File: config.mk
export PLATFORM = sky130hd
export DESIGN_NAME = mmio_machine_timer
export DESIGN_NICKNAME = d
export VERILOG_FILES = /design/src/rtl/mmio_machine_timer.sv
export SDC_FILE = /design/constraint.sdc
export NUM_CORES = 1
export LEC_CHECK = 0
export ABC_AREA = 0
export CELL_PAD_IN_SITES_DETAIL_PLACEMENT = 1
export CELL_PAD_IN_SITES_GLOBAL_PLACEMENT = 1
export CORE_ASPECT_RATIO = 1.4
export CORE_MARGIN = 4
export CORE_UTILIZATION = 39
export DETAILED_ROUTE_END_ITERATION = 8
export GPL_TIMING_DRIVEN = 0
export PLACE_DENSITY_LB_ADDON = 0.12
export REMOVE_ABC_BUFFERS = 1
export SYNTH_ARGS = -nofsm -noshare
export SYNTH_HDL_FRONTEND = slang
export SYNTH_SLANG_ARGS = --single-unit
File: constraint.sdc
create_clock -name clock -period 2.5 [get_ports clock]
set_input_delay 0.5 -clock clock [delete_from_list [all_inputs] [get_ports clock]]
set_output_delay 0.5 -clock clock [all_outputs]
set_load 0.01 [all_outputs]
File: src/rtl/mmio_machine_timer.sv
// mmio_machine_timer: memory-mapped RISC-V machine timer with 64-bit mtime/mtimecmp and level MTIP output
module mmio_machine_timer #(
   parameter logic [31:0] BASE_ADDRESS = 32'hFFFF_8000,
   parameter int unsigned PRESCALE     = 1
) (
   input  logic        clock,
   input  logic        reset,
   input  logic [31:0] bus_address,
   input  logic [31:0] bus_write_data,
   input  logic [3:0]  bus_byte_enable,
   input  logic        bus_read_enable,
   input  logic        bus_write_enable,
   output logic [31:0] bus_read_data,
   output logic        timer_interrupt
);
   localparam int PW = (PRESCALE > 1) ? $clog2(PRESCALE) : 1;
   localparam logic [PW-1:0] PMAX = PW'(PRESCALE - 1);
   logic [63:0]   mtime;
   logic [63:0]   mtimecmp;
   logic [31:0]   shadow_hi;
   logic [1:0]    ctrl;
   logic [PW-1:0] pcount;
   logic [2:0]    offset;
   logic          sel, wr, rd, tick, mtime_wr;
   logic          unused_addr;
   function automatic logic [31:0] merge(input logic [31:0] old, input logic [31:0] d, input logic [3:0] be);
      logic [31:0] r;
      r = old;
      for (int i = 0; i < 4; i++) if (be[i]) r[8*i +: 8] = d[8*i +: 8];
      return r;
   endfunction
   assign sel         = bus_address[31:5] == BASE_ADDRESS[31:5];
   assign offset      = bus_address[4:2];
   assign wr          = sel & bus_write_enable;
   assign rd          = sel & bus_read_enable;
   assign tick        = ctrl[0] & (pcount == PMAX);
   assign mtime_wr    = wr & ((offset == 3'd0) | (offset == 3'd1));
   assign unused_addr = ^bus_address[1:0];
   always_comb begin
      bus_read_data = '0;
      if (rd)
         case (offset)
            3'd0:    bus_read_data = mtime[31:0];
            3'd1:    bus_read_data = mtime[63:32];
            3'd2:    bus_read_data = mtimecmp[31:0];
            3'd3:    bus_read_data = mtimecmp[63:32];
            3'd4:    bus_read_data = {30'd0, ctrl};
            3'd5:    bus_read_data = shadow_hi;
            default: bus_read_data = '0;
         endcase
   end
   always_ff @(posedge clock) begin
      if (reset) begin
         mtime           <= '0;
         mtimecmp        <= '1;
         shadow_hi       <= '0;
         ctrl            <= '0;
         pcount          <= '0;
         timer_interrupt <= 1'b0;
      end else begin
         pcount <= ctrl[0] ? (tick ? '0 : pcount + PW'(1)) : '0;
         // a software write to either mtime half wins over the tick, so no stray carry lands
         if (mtime_wr) begin
            if (offset == 3'd0) mtime[31:0] <= merge(mtime[31:0], bus_write_data, bus_byte_enable);
            else                mtime[63:32] <= merge(mtime[63:32], bus_write_data, bus_byte_enable);
         end else if (tick) begin
            mtime <= mtime + 64'd1;
         end
         if (wr & (offset == 3'd2)) mtimecmp[31:0] <= merge(mtimecmp[31:0], bus_write_data, bus_byte_enable);
         if (wr & (offset == 3'd3)) mtimecmp[63:32] <= merge(mtimecmp[63:32], bus_write_data, bus_byte_enable);
         if (wr & (offset == 3'd4) & bus_byte_enable[0]) ctrl <= bus_write_data[1:0];
         if (rd & (offset == 3'd0)) shadow_hi <= mtime[63:32];
         timer_interrupt <= ctrl[1] & (mtime >= mtimecmp);
      end
   end
endmodule
==> flow_metrics.env, run 1 <==
export IMPL_num_nets_final=1682
export IMPL_tns_ps=-11480
export IMPL_ys_seq_area_share_pct=29.9
export IMPL_grt_start_max_net_pins=60
export IMPL_grt_pass1_wl_um=74000
export IMPL_grt_ovfl_total=0
export IMPL_status="finished, violations left"
export IMPL_dr_pass1_iters=5
export IMPL_max_freq_mhz=337
export IMPL_cp_max_fo=5
export IMPL_setup_ws_ps=-470
export IMPL_syn_instance_count=1395
export IMPL_ys_ff_latch=164
export IMPL_synth_main_ff_cell="dfxtp_1"
export IMPL_vias=12363
export IMPL_num_io_pins=105
export IMPL_min_delay_path_depth=2
export IMPL_drive_gt1_share_pct=23.5
export IMPL_syn_to_final_growth_pct=35.0
export IMPL_reg2reg_to="timer_interrupt$_SDFF_PP0_"
export IMPL_gp_congestion=0.808
export IMPL_cellPowerDensity_nw_per_um2=403
export IMPL_power_uw=5980
export IMPL_rrSetupSlack_ps=-20
export IMPL_start_util_pct=39.6
export IMPL_critPathRequiredTime_ps=2000
export IMPL_drc=0
export IMPL_hold_start="shadow_hi[21]$_SDFFE_PP0P_"
export IMPL_antennaDiodeCount=0
export IMPL_vias_per_cell=6.42
export IMPL_criticalPathCategory="in -> out"
export IMPL_synthTopCellsByCount="164 x dfxtp_1, 151 x nand2_1, 127 x nor2_1"
export IMPL_hold_viol_final=0
export IMPL_slew_viol_final=0
export IMPL_reg2reg_depth=7
export IMPL_drt_first_iter_violations=997
export IMPL_synth_avg_cell_area_um2=7.87
export IMPL_crit_family="simple AND/OR/NAND/NOR gates"
export IMPL_clockRootBuffer="clkbuf_16"
export IMPL_detail_route_antenna_nets=0
export IMPL_leakagePower_uw=0.00617
export IMPL_path_cells="buf_2 > or4_4 > nor4_4 > nand3_4 > a21o_4 > buf_12 > buf_6 > a21oi_2 > buf_2"
export IMPL_seqCellArea_um2=3330
export IMPL_die_area_um2=30900
export IMPL_wl_per_cell_um=26.8
export IMPL_antenna_found_initial=1
export IMPL_cts_made_buffers=17
export IMPL_final_core_util_pct=53.4
export IMPL_synth_async_reset_ratio_pct=0
export IMPL_finalSetupViolCount=46
export IMPL_grt_pass1_vias=12226
export IMPL_fin_crit_ps=2970
export IMPL_multi_input_area_um2=7780
export IMPL_arrival_ps=2470
export IMPL_post_dp_cell_area_um2=12300
export IMPL_io_buffers=102
export IMPL_clk_latency_ps=450
export IMPL_clkTransAtPathRegs_ps=70
export IMPL_min_path_type="reg -> reg"
export IMPL_synth_top_cell_area_share_pct=29.9
export IMPL_ys_types=73
export IMPL_num_fill_cells=3304
export IMPL_die_w_um=150
export IMPL_hpwl_um=31000
export IMPL_clockBufferDepth=2
export IMPL_cpMostUsedCell="buf_2"
export IMPL_relSlewSlack_pct=46.8
export IMPL_irDropWorstVdd_v=0.000511
export IMPL_violations="negative setup slack"
export IMPL_r2r_start="mtime[39]$_SDFFE_PP0P_"
export IMPL_syn_area_um2=11000
export IMPL_h_tree_depth=4
export IMPL_yosysMostFrequentCell="dfxtp_1"
export IMPL_slowest_stage="or4_4"
export IMPL_routed_wl_um=51700
export IMPL_rows=72
export IMPL_synth_top_cells_by_area="dfxtp_1 30%, ha_1 7.4%, a21oi_1 5.4%"
export IMPL_worstMarginPinSlew_ps=798
export IMPL_rsz0062_at_grt="yes"
export IMPL_cts_sinks=164
export IMPL_post_route_period_util_pct=119
export IMPL_clock_skew_ps=9.96
export IMPL_cap_violations=0
export IMPL_cp_start_kind="primary input"
export IMPL_fp_coreArea_um2=27700
export IMPL_hold_end="shadow_hi[21]$_SDFFE_PP0P_"
export IMPL_cp_slowest_stage_delay_ps=520
export IMPL_end_kind="primary output"
export IMPL_cts_tree="yes"
export IMPL_dieHeight_um=207
export IMPL_synth_area_leader_cell="dfxtp_1"
export IMPL_crit_buf_inv=4
export IMPL_ctsHoldBuffers=0
export IMPL_synth_edf_count=0
export IMPL_finish_instance_area_um2=14800
export IMPL_yosys_warnings=0
export IMPL_track_usage_pct=31.2
## power breakdown
| group | leakage [uW] | switching (uW) | internal (uW) |
|---|---|---|---|
| Combinational | 0.00456 | 318 | 213 |
| Sequential | 0.00134 | 19.5 | 2610 |
| Clock | 0.000277 | 1210 | 1610 |
| Total | 0.00617 | 1540 | 4430 |
## worst register-to-register path, cell delays in order (launching register included)
cell and delay, ps:
dfxtp_1 560, ha_1 350, nand4_1 310, nor3_1 120, a22o_1 280, a2111o_1 360, o211ai_1 240, nand2_1 140
## area by class of cell
type,instances,share of cell area (%)
Sequential cell,164,22.5
Tap cell,370,3.12
Timing Repair inverter,1,0.0507
Inverter,83,2.18
Clock inverter,9,0.878
Clock buffer,21,3.11
Multi-Input combinational cell,1057,52.5
Timing Repair Buffer,221,15.7
## per-stage QoR
step                      cells  setup WS, ps  hold WS, ps
after floorplan            1296         -1630          449
after global placement     1768         -7530          466
after detailed placement   1783         -1760          482
after CTS                  1884          -421          498
after global routing       1926          -510          524
final                      1926          -470          499
## worst max path at each step
stage                                 end            start  slack, ps  cells after the start
2_1_floorplan      mtime[40]$_SDFFE_PP0P_   bus_address[6]      -1630                      6
3_3_place_gp   timer_interrupt$_SDFF_PP0_            reset      -7530                      7
3_5_place_dp       mtime[42]$_SDFFE_PP0P_   bus_address[6]      -1760                      7
4_1_cts                  bus_read_data[9]  bus_address[12]       -420                      9
5_1_grt                  bus_read_data[9]  bus_address[10]       -510                      9
6_report                bus_read_data[20]  bus_address[10]       -470                      9
## sequential cells by signal, indices dropped and copies added (netlist names)
name,count
mtime,64
mtimecmp,64
shadow_hi,32
ctrl,2
pcount,1
timer_interrupt,1
## layer usage
metal	up-vias	wire length [um]	track usage [%]
met5	-	11	0
met4	2	3000	14.7
met3	189	2860	4.65
met2	514	25800	55.3
met1	6159	20000	36.8
li1	5499	-	-
## placed cells by master (no fill, tap or decap), types with 14 or more instances in the layout
master	netlist	layout
o22a_1	16	16
a211oi_1	17	14
a21oi_2	0	15
nor2_1	127	104
buf_2	17	23
nand2_1	151	148
buf_6	4	40
dfxtp_1	164	143
a22oi_1	22	22
mux4_2	15	15
o211ai_1	68	68
nand4_1	48	48
a21oi_1	119	101
mux2i_1	45	45
nand2b_1	18	18
and2_1	18	16
inv_1	83	81
nand3_1	47	43
o21ai_0	49	36
nor2_4	0	14
buf_4	5	65
clkdlybuf4s50_1	0	45
clkbuf_16	0	20
ha_1	65	64
nor3_1	28	22
## cells by family (layout without fill, tap and decap cells)
family | after synthesis | in the layout | synth area share, %
other | 1 | 1 | 0.0341
multiplexers | 64 | 64 | 7.59
buffers and inverters | 182 | 335 | 6.86
flip-flops | 164 | 164 | 29.9
AND/OR/NAND/NOR | 517 | 522 | 23.4
AO/OA/AOI/OAI | 402 | 405 | 24.8
adder cells (fa/ha/maj) | 65 | 65 | 7.40
## timing repair
action / CTS / global route
gates resized for setup: 285 / 123
endpoints found under the hold margin: 0 / 0
pin swaps: 35 / 37
setup endpoints to repair: 193 / 92
gates cloned: 8 / 5
setup buffers: 63 / 37
(Power assumes the default switching activity.)
==> run 2: changes to the inputs <==
- CTS_BUF_LIST: default -> sky130_fd_sc_hd__clkbuf_8 sky130_fd_sc_hd__clkbuf_16
==> flow_metrics.env, run 2 (synthesized netlist as in run 1, its figures left out) <==
export IMPL_grt_pass1_wl_um=74000
export IMPL_wl_per_cell_um=26.8
export IMPL_hpwl_um=31000
export IMPL_cap_violations=0
export IMPL_antenna_found_initial=1
export IMPL_slew_viol_final=0
export IMPL_hold_viol_final=0
export IMPL_place_inst=1783
export IMPL_drive_gt1_share_pct=23.5
export IMPL_arrival_ps=2470
export IMPL_fin_crit_ps=2970
export IMPL_antennaDiodeCount=0
export IMPL_worstMarginPinSlew_ps=797
export IMPL_detail_route_antenna_nets=0
export IMPL_num_nets_final=1682
export IMPL_violations="negative setup slack"
export IMPL_cts_made_buffers=17
export IMPL_final_common_cell="nand2_1"
export IMPL_dr_pass1_iters=6
export IMPL_dieHeight_um=207
export IMPL_grt_ovfl_total=0
export IMPL_clockRootBuffer="clkbuf_16"
export IMPL_syn_to_final_growth_pct=35.0
export IMPL_track_usage_pct=31.2
export IMPL_cellPowerDensity_nw_per_um2=402
export IMPL_cp_start_kind="primary input"
export IMPL_vias=12424
export IMPL_grt_start_max_net_pins=60
export IMPL_cts_tree="yes"
export IMPL_finalSetupViolCount=47
export IMPL_leakagePower_uw=0.00618
export IMPL_status="finished, violations left"
export IMPL_drt_first_iter_violations=995
export IMPL_criticalPathCategory="in -> out"
export IMPL_clockBufferDepth=2
export IMPL_final_core_util_pct=53.4
export IMPL_rows=72
export IMPL_critPathRequiredTime_ps=2000
export IMPL_fp_coreArea_um2=27700
export IMPL_min_path_type="reg -> reg"
export IMPL_max_freq_mhz=336
export IMPL_rsz0062_at_grt="yes"
export IMPL_end_kind="primary output"
export IMPL_power_uw=5960
export IMPL_instances_no_fill=1926
export IMPL_gp_congestion=0.808
export IMPL_num_fill_cells=3304
export IMPL_irDropWorstVdd_v=0.000506
export IMPL_die_area_um2=30900
export IMPL_vias_per_cell=6.45
export IMPL_io_buffers=102
export IMPL_die_w_um=150
export IMPL_ctsHoldBuffers=0
export IMPL_setup_ws_ps=-474
export IMPL_clock_skew_ps=9.32
export IMPL_reg_top3="mtime x64, mtimecmp x64, shadow_hi x32"
export IMPL_h_tree_depth=4
export IMPL_final_cell_mix="148 x nand2_1, 143 x dfxtp_1, 104 x nor2_1"
export IMPL_num_io_pins=105
export IMPL_relSlewSlack_pct=46.9
export IMPL_cp_max_fo=5
export IMPL_drc=0
export IMPL_post_route_period_util_pct=119
export IMPL_clkTransAtPathRegs_ps=70
export IMPL_grt_pass1_vias=12226
export IMPL_clk_latency_ps=450
export IMPL_start_util_pct=39.6
export IMPL_dpl_worst_slack_ps=-1760
export IMPL_cts_sinks=164
export IMPL_routed_wl_um=51600
==> run 2: through the flow <==
stage	hold slack [ps]	area, um^2	TNS [ps]
final	501	14800	-11660
after global routing	524	14800	-14190
after CTS	498	13900	-9370
after detailed placement	482	12300	-270540
after global placement	466	12000	-1100350
after floorplan	449	10500	-136970
==> run 2: critical path, cell delays in order <==
cell     delay (ps)
buf_2           110
or4_4           520
nor4_4          340
nand3_4         220
a21o_4          300
buf_12          150
buf_6           110
a21oi_2          80
buf_2           140
==> run 2: final timing paths <==
check / to / slack [ps] / from / depth (start not counted)
max: bus_read_data[20] / -470 / bus_address[10] / 9
min: shadow_hi[22]$_SDFFE_PP0P_ / 500 / shadow_hi[22]$_SDFFE_PP0P_ / 2
max reg2reg: timer_interrupt$_SDFF_PP0_ / -30 / mtime[39]$_SDFFE_PP0P_ / 7
min reg2reg: shadow_hi[22]$_SDFFE_PP0P_ / 500 / shadow_hi[22]$_SDFFE_PP0P_ / 2
==> run 2: repair_timing <==
item,CTS,global route
pin swaps,35,37
endpoints found under the setup margin,193,92
buffers inserted,63,37
resized for setup,285,123
gates cloned,8,5
==> run 2: area by class of cell <==
class / count / area [um^2] / share of cell area (%)
timing repair inverter: 1 / 7.51 / 0.0507
clock inverter: 11 / 138 / 0.929
sequential: 164 / 3330 / 22.5
tap: 370 / 463 / 3.12
timing repair buffer: 221 / 2320 / 15.7
clock buffer: 19 / 453 / 3.06
multi-input combinational: 1057 / 7780 / 52.5
inverter: 83 / 323 / 2.18
==> run 2: metal layers <==
layer,routed length (um),part of all wire [%],vias up,GRT usage (%)
met4,3110,6.0,2,14.7
met5,11,0.021,-,0
met3,2820,5.5,195,4.65
met2,25700,50,530,55.3
li1,-,-,5499,-
met1,20000,39,6198,36.8
==> run 2: report_power, final <==
part,internal [uW],switching [uW],leakage (uW),total [uW]
sequential,2610,19.5,0.00134,2630
combinational,213,318,0.00456,531
clock,1600,1200,0.000285,2800
total,4420,1540,0.00618,5960
==> run 3: changes to the inputs <==
- GPL_ROUTABILITY_DRIVEN: default -> 0
==> results of run 3 <==
Same layout as run 2: the final DEF is identical, and so are final timing and power.
